## src/rtl/maze_nav_sm.sv

```systemverilog
// Travel-plan sequencer for the MazeRunner: issues one 2-bit maneuver per qualified
// line gap, and stops the motors and sounds the piezo while a bumper is pressed.
//
// state    | meaning
// ---------+-------------------------------------------------------------
// IDLE     | no plan running; motors off; waits for cmd_rdy
// FOLLOW   | line following; counts line-absent cycles to qualify a gap
// MANEUVER | heading change in progress; counts line-present cycles to reacquire
// OBSTRUCT | bumper hit; motors off, buzzer on, waits for both bumpers released
module maze_nav_sm #(
    parameter int                 GAP_CLKS   = 4096,
    parameter int                 REACQ_CLKS = 1024,
    parameter int                 CLR_CLKS   = 4096,
    parameter int                 BUZZ_DIV   = 12500,
    parameter logic signed [12:0] VEER_ANG   = 13'sd350,
    parameter logic signed [12:0] TURN_ANG   = 13'sd1800
) (
    input  logic               clk,
    input  logic               rst,
    input  logic [15:0]        cmd,
    input  logic               cmd_rdy,
    output logic               clr_cmd_rdy,
    input  logic               line_present,
    input  logic               BMPL_n,
    input  logic               BMPR_n,
    output logic               go,
    output logic               strt_hdg,
    output logic signed [12:0] hdg_ofst,
    output logic               buzz,
    output logic               buzz_n,
    output logic               busy
);

    // Every timing parameter must be at least 2 so each counter has a nonzero width.
    localparam int GAP_W   = $clog2(GAP_CLKS);
    localparam int REACQ_W = $clog2(REACQ_CLKS);
    localparam int CLR_W   = $clog2(CLR_CLKS);
    localparam int BUZZ_W  = $clog2(BUZZ_DIV);

    localparam logic [GAP_W-1:0]   GAP_TC   = GAP_W'(GAP_CLKS - 1);
    localparam logic [REACQ_W-1:0] REACQ_TC = REACQ_W'(REACQ_CLKS - 1);
    localparam logic [CLR_W-1:0]   CLR_TC   = CLR_W'(CLR_CLKS - 1);
    localparam logic [BUZZ_W-1:0]  BUZZ_TC  = BUZZ_W'(BUZZ_DIV - 1);

    localparam logic [1:0] OP_STOP  = 2'b00;
    localparam logic [1:0] OP_RIGHT = 2'b01;
    localparam logic [1:0] OP_LEFT  = 2'b10;

    typedef enum logic [1:0] {
        IDLE     = 2'd0,
        FOLLOW   = 2'd1,
        MANEUVER = 2'd2,
        OBSTRUCT = 2'd3
    } state_t;

    state_t              state, state_nxt;
    logic                ret_man, ret_man_nxt;
    logic [15:0]         plan, plan_nxt;
    logic [GAP_W-1:0]    gap_cnt, gap_nxt;
    logic [REACQ_W-1:0]  reacq_cnt, reacq_nxt;
    logic [CLR_W-1:0]    clr_cnt, clr_nxt;
    logic [BUZZ_W-1:0]   buzz_cnt, buzz_cnt_nxt;
    logic                buzz_nxt;
    logic signed [12:0]  hdg_nxt;
    logic                strt_nxt;
    logic                ack_nxt;
    logic                bump;

    assign bump = ~BMPL_n | ~BMPR_n;

    always_comb begin
        state_nxt    = state;
        ret_man_nxt  = ret_man;
        plan_nxt     = plan;
        gap_nxt      = '0;
        reacq_nxt    = '0;
        clr_nxt      = '0;
        buzz_cnt_nxt = '0;
        buzz_nxt     = 1'b0;
        hdg_nxt      = hdg_ofst;
        strt_nxt     = 1'b0;
        ack_nxt      = 1'b0;

        case (state)
            IDLE: begin
                if (cmd_rdy) begin
                    plan_nxt  = cmd;
                    ack_nxt   = 1'b1;
                    state_nxt = FOLLOW;
                end
            end

            FOLLOW: begin
                if (bump) begin
                    state_nxt   = OBSTRUCT;
                    ret_man_nxt = 1'b0;
                end else if (!line_present) begin
                    if (gap_cnt == GAP_TC) begin
                        plan_nxt = {2'b00, plan[15:2]};
                        if (plan[1:0] == OP_STOP) begin
                            state_nxt = IDLE;
                        end else begin
                            state_nxt = MANEUVER;
                            strt_nxt  = 1'b1;
                            case (plan[1:0])
                                OP_RIGHT: hdg_nxt = VEER_ANG;
                                OP_LEFT:  hdg_nxt = -VEER_ANG;
                                default:  hdg_nxt = TURN_ANG;
                            endcase
                        end
                    end else begin
                        gap_nxt = gap_cnt + 1'b1;
                    end
                end
            end

            MANEUVER: begin
                if (bump) begin
                    state_nxt   = OBSTRUCT;
                    ret_man_nxt = 1'b1;
                end else if (line_present) begin
                    if (reacq_cnt == REACQ_TC) begin
                        state_nxt = FOLLOW;
                    end else begin
                        reacq_nxt = reacq_cnt + 1'b1;
                    end
                end
            end

            OBSTRUCT: begin
                if (buzz_cnt == BUZZ_TC) begin
                    buzz_nxt = ~buzz;
                end else begin
                    buzz_cnt_nxt = buzz_cnt + 1'b1;
                    buzz_nxt     = buzz;
                end
                // Buzzer is silenced and its divider parked on the way out.
                if (BMPL_n && BMPR_n) begin
                    if (clr_cnt == CLR_TC) begin
                        state_nxt    = ret_man ? MANEUVER : FOLLOW;
                        buzz_cnt_nxt = '0;
                        buzz_nxt     = 1'b0;
                    end else begin
                        clr_nxt = clr_cnt + 1'b1;
                    end
                end
            end

            default: state_nxt = IDLE;
        endcase
    end

    always_ff @(posedge clk) begin
        if (rst) begin
            state       <= IDLE;
            ret_man     <= 1'b0;
            plan        <= '0;
            gap_cnt     <= '0;
            reacq_cnt   <= '0;
            clr_cnt     <= '0;
            buzz_cnt    <= '0;
            buzz        <= 1'b0;
            buzz_n      <= 1'b0;
            hdg_ofst    <= '0;
            strt_hdg    <= 1'b0;
            clr_cmd_rdy <= 1'b0;
            go          <= 1'b0;
            busy        <= 1'b0;
        end else begin
            state       <= state_nxt;
            ret_man     <= ret_man_nxt;
            plan        <= plan_nxt;
            gap_cnt     <= gap_nxt;
            reacq_cnt   <= reacq_nxt;
            clr_cnt     <= clr_nxt;
            buzz_cnt    <= buzz_cnt_nxt;
            buzz        <= buzz_nxt;
            buzz_n      <= (state_nxt == OBSTRUCT) & ~buzz_nxt;
            hdg_ofst    <= hdg_nxt;
            strt_hdg    <= strt_nxt;
            clr_cmd_rdy <= ack_nxt;
            go          <= (state_nxt == FOLLOW) || (state_nxt == MANEUVER);
            busy        <= (state_nxt != IDLE);
        end
    end

endmodule
```

## config.mk

```make
export PLATFORM = sky130hd
export DESIGN_NAME = maze_nav_sm
export DESIGN_NICKNAME = d
export VERILOG_FILES = /design/src/rtl/maze_nav_sm.sv
export SDC_FILE = /design/constraint.sdc
export NUM_CORES = 1
export LEC_CHECK = 0
export BUFFER_PORTS_ARGS = -buffer_cell sky130_fd_sc_hd__buf_2
export CORE_MARGIN = 3
export CORE_UTILIZATION = 50
export CTS_CLUSTER_DIAMETER = 200
export DETAILED_ROUTE_END_ITERATION = 12
export PLACE_DENSITY = 0.77
export SLEW_MARGIN = 10
export SYNTH_ARGS = -nofsm -noshare
export SYNTH_HDL_FRONTEND = slang
export SYNTH_SLANG_ARGS = --single-unit
```

## constraint.sdc

```tcl
create_clock -name clk -period 2.1 [get_ports clk]
set_input_delay 0.21 -clock clk [delete_from_list [all_inputs] [get_ports clk]]
set_output_delay 0.21 -clock clk [all_outputs]
set_load 0.01 [all_outputs]
```

==> parameters.txt <==
Parameter                              Value

Critical path
  Endpoint of the worst register-to-register path    go$_SDFF_PP0_
  Capturing element of the worst setup path    go$_SDFF_PP0_
  Reg-to-reg slack, setup    0.15 ns
  Critical path launch point    clr_cnt[0]$_SDFF_PP0_
  Crit path kind    register to register
  Type of element launching the critical path    register
  Slowest library cell on the worst path    or4_4
  Worst Reg2Reg Path Length in Cells    7
  Endpoint class of the critical path    register
  Critical Path RT    2.35 ns
  Cells traversed along the worst timing path    ha_2 -> nand4_1 -> or4_4 -> o221ai_4 -> and2_1 -> ha_1 -> nor2b_1
  Largest stage delay, worst path    0.48 ns
  Crit Reg-Reg Startpoint    clr_cnt[0]$_SDFF_PP0_
  Largest fanout on the critical path    3
  WP data arrival    2.20 ns

Yosys
  Ranking of synthesized cells by instance count    dfxtp_1, nor2_1, nand3_1
  Largest area contributor in the netlist    dfxtp_1
  Cell with the most instances after synthesis    dfxtp_1
  Proportion of register bits with asynchronous set or reset after synthesis    0%
  Post-synth top area share    42.2%
  Proportion of synthesized chip area in sequential cells    42.2%
  Post-Syn Area per Cell    8.62 um2
  Flops & latches, synth    78
  Biggest area contributors in the synthesized netlist    dfxtp_1, xor2_1, nor2_1
  Number of cells produced by synthesis    429
  Number of flops mapped to enable cells by yosys    0
  Net count after synthesis    462
  Warnings, synthesis    0
  Most frequently used flop master after synthesis    dfxtp_1
  Number of distinct library cell variants in the gate-level netlist after synthesis    42
  Synthesized area    0.00370 mm2

Power and ir drop
  Leakage    1.57 nW
  Worst ir drop on vdd    0.406 mV
  Power density cells    724 mW/mm2
  Total power draw    3.10 mW

Cells and area
  Net count, final    506
  Fraction of layout cells with a size suffix above 1    18.6%
  Area growth, synth to finish    15.9%
  ANT cells    0

Route
  Post-route DRC    0
  Iteration-0 DRC Markers    160
  Drt total wl    7820 um
  Drt via density    5.46
  Vias after detailed routing    3133
  Final routed wire length divided by cell count    13.6 um
  Remaining number of nets flagged by the antenna check after routing    0
  Detailed-routing iteration count for the pre-antenna-repair pass    4

Clocking
  Postcts setup bufs    0
  Number of buffers inserted for hold repair after clock tree synthesis    0
  Maximum count of clock buffers along a single path    2
  Clock tree from TritonCTS    done
  Total CTS buffers    9
  Worst-skew pair later-pin latency    0.36 ns
  Deepest level of the CTS H-tree    3
  Sinks on Clock Net    78
  Root buffer cell    clkbuf_8
  CTS clk-pin slew, worst paths    0.08 ns

Timing
  Ratio of final minimum period to clock period    93.1%
  Skew final    0.0113 ns
  Final Hold Vio Count    0
  Count of pins over their slew limit    0
  Number of setup violations in the final report    0
  F_max    512 MHz
  Setup repair after global routing missed its margin    no
  Period minus WS final    1.95 ns
  Setup TNS    0 ns

Floorplanning
  Number of placement rows    30
  Initial cell density of the core    53.0%
  Die area    0.00846 mm2
  Number of ports placed on the die boundary    41
  Die Width    92.0 um
  Floorplan core area    0.00698 mm2
  DIE HEIGHT    92.0 um

Global routing
  Initial antenna violation count    0
  Remaining global-route overflow    0
  Vias in the first global route    3022
  Wire length of the first global-routing pass    13500 um
  Pin count of the biggest net entering global routing    29
  Global router's overall resource usage    19.5%

Worst hold path
  Launch instance of the worst min-delay path    rst
  HP Class    primary input to register
  Min-Delay Path Depth    2

Place
  HPWL after detailed placement    5640 um
  Final Wtd Congestion    0.810
  PortBufs    39

Job
  Max-Cap Viols    0

Status
  Outcome    finished, final reports clean
## stage by stage
| step | worst slack (ns) | cells | instance area [um2] | utilization (%) | hold WS [ns] |
|---|---|---|---|---|---|
| global placement | 0.0752 | 558 | 4050 | 58.0 | 0.425 |
| detailed placement | 0.00976 | 558 | 4050 | 58.0 | 0.443 |
| finish | 0.145 | 574 | 4290 | 61.4 | 0.0980 |
| CTS | 0.0483 | 574 | 4270 | 61.1 | 0.0855 |
| floorplan | 0.00414 | 429 | 3710 | - | 0.413 |
| global route | 0.0428 | 574 | 4290 | 61.4 | 0.100 |
## kinds of logic (layout without fill, tap and decap cells)
family | Yosys count | after routing | share of synthesized area [%]
other | 1 | 1 | 0.101
adder cells (fa/ha/maj) | 11 | 11 | 3.72
AO/OA/AOI/OAI | 66 | 66 | 12.1
flip-flops | 78 | 78 | 42.2
XOR/XNOR | 39 | 39 | 9.24
AND/OR/NAND/NOR | 195 | 195 | 27.6
buffers and inverters | 39 | 88 | 5.04
## flip-flops by register name (all words and copies together) (netlist names)
name	flops
buzz	1
clr_cnt	12
busy	1
strt_hdg	1
reacq_cnt	10
buzz_n	1
state	2
hdg_ofst	5
ret_man	1
clr_cmd_rdy	1
go	1
buzz_cnt	14
plan	16
gap_cnt	12
## what timing repair did
| action | in CTS | in global routing |
|---|---|---|
| gates resized for setup | 1 | 2 |
| pin swaps | 0 | 1 |
| cloned | 0 | 0 |
| endpoints found under the setup margin | 1 | 1 |
## worst min-delay path by stage
stage | to | slack, ns
3_5_place_dp | buzz_cnt[0]$_SDFF_PP0_ | 0.44
5_1_grt | ret_man$_SDFFE_PP0P_ | 0.10
4_1_cts | ret_man$_SDFFE_PP0P_ | 0.09
6_report | ret_man$_SDFFE_PP0P_ | 0.1
3_3_place_gp | buzz_cnt[0]$_SDFF_PP0_ | 0.43
2_1_floorplan | buzz_cnt[0]$_SDFF_PP0_ | 0.41
## worst max-delay path, delay by kind of cell (launching register included)
family / cells / cell delay (ns)
compound gates: 1 / 0.21
simple gates: 4 / 0.89
flops: 1 / 0.34
fa+ha+maj: 2 / 0.40
## layout by cell type, fill, tap and decap left out, drive strengths merged
master / netlist / final
dfxtp: 78 / 78
buf: 14 / 63
nor2: 53 / 53
nand3: 38 / 38
a21oi: 28 / 28
xor2: 25 / 25
nand2: 22 / 22
nand2b: 17 / 17
nand4: 14 / 14
xnor2: 14 / 14
a221o: 14 / 14
clkbuf: 16 / 12
ha: 11 / 11
nor3: 10 / 10
inv: 9 / 9
o21ai: 8 / 8
and2: 7 / 7
and4: 5 / 5
or3: 4 / 4
and3: 4 / 4
nor4b: 4 / 4
nor2b: 3 / 3
a31oi: 3 / 3
o211ai: 3 / 3
or2: 3 / 3
nor4: 3 / 3
nor3b: 3 / 3
a21o: 2 / 2
a31o: 2 / 2
a311oi: 2 / 2
clkinv: 0 / 2
bufinv: 0 / 2
or4: 2 / 2
or3b: 2 / 2
a22oi: 1 / 1
o221ai: 1 / 1
o211a: 1 / 1
nand3b: 1 / 1
a41oi: 1 / 1
conb: 1 / 1
## cell type report
class                      instances  area [um2]
tap                               96         120
fill                             622        2700
inverter                           9        33.8
sequential                        78        1560
multi-input combinational        312        1980
clock inverter                     4        70.1
clock buffer                      12         145
timing repair buffer              63         375
## metal layers
metal / track usage (%) / part of all wire (%) / up-vias
met4: 6.56 / 1.6 / 0
li1: - / - / 1590
met1: 24.2 / 45 / 1460
met2: 32.8 / 49 / 68
met3: 5.09 / 4.4 / 15
met5: 0 / 0 / -
## where the power goes
group | leakage [nW] | switching [mW] | total, mW | internal [mW]
Combinational | 0.832 | 0.154 | 0.289 | 0.135
Sequential | 0.632 | 0.0469 | 1.58 | 1.53
Clock | 0.110 | 0.538 | 1.24 | 0.699
Power figures use the tool's default switching activity.
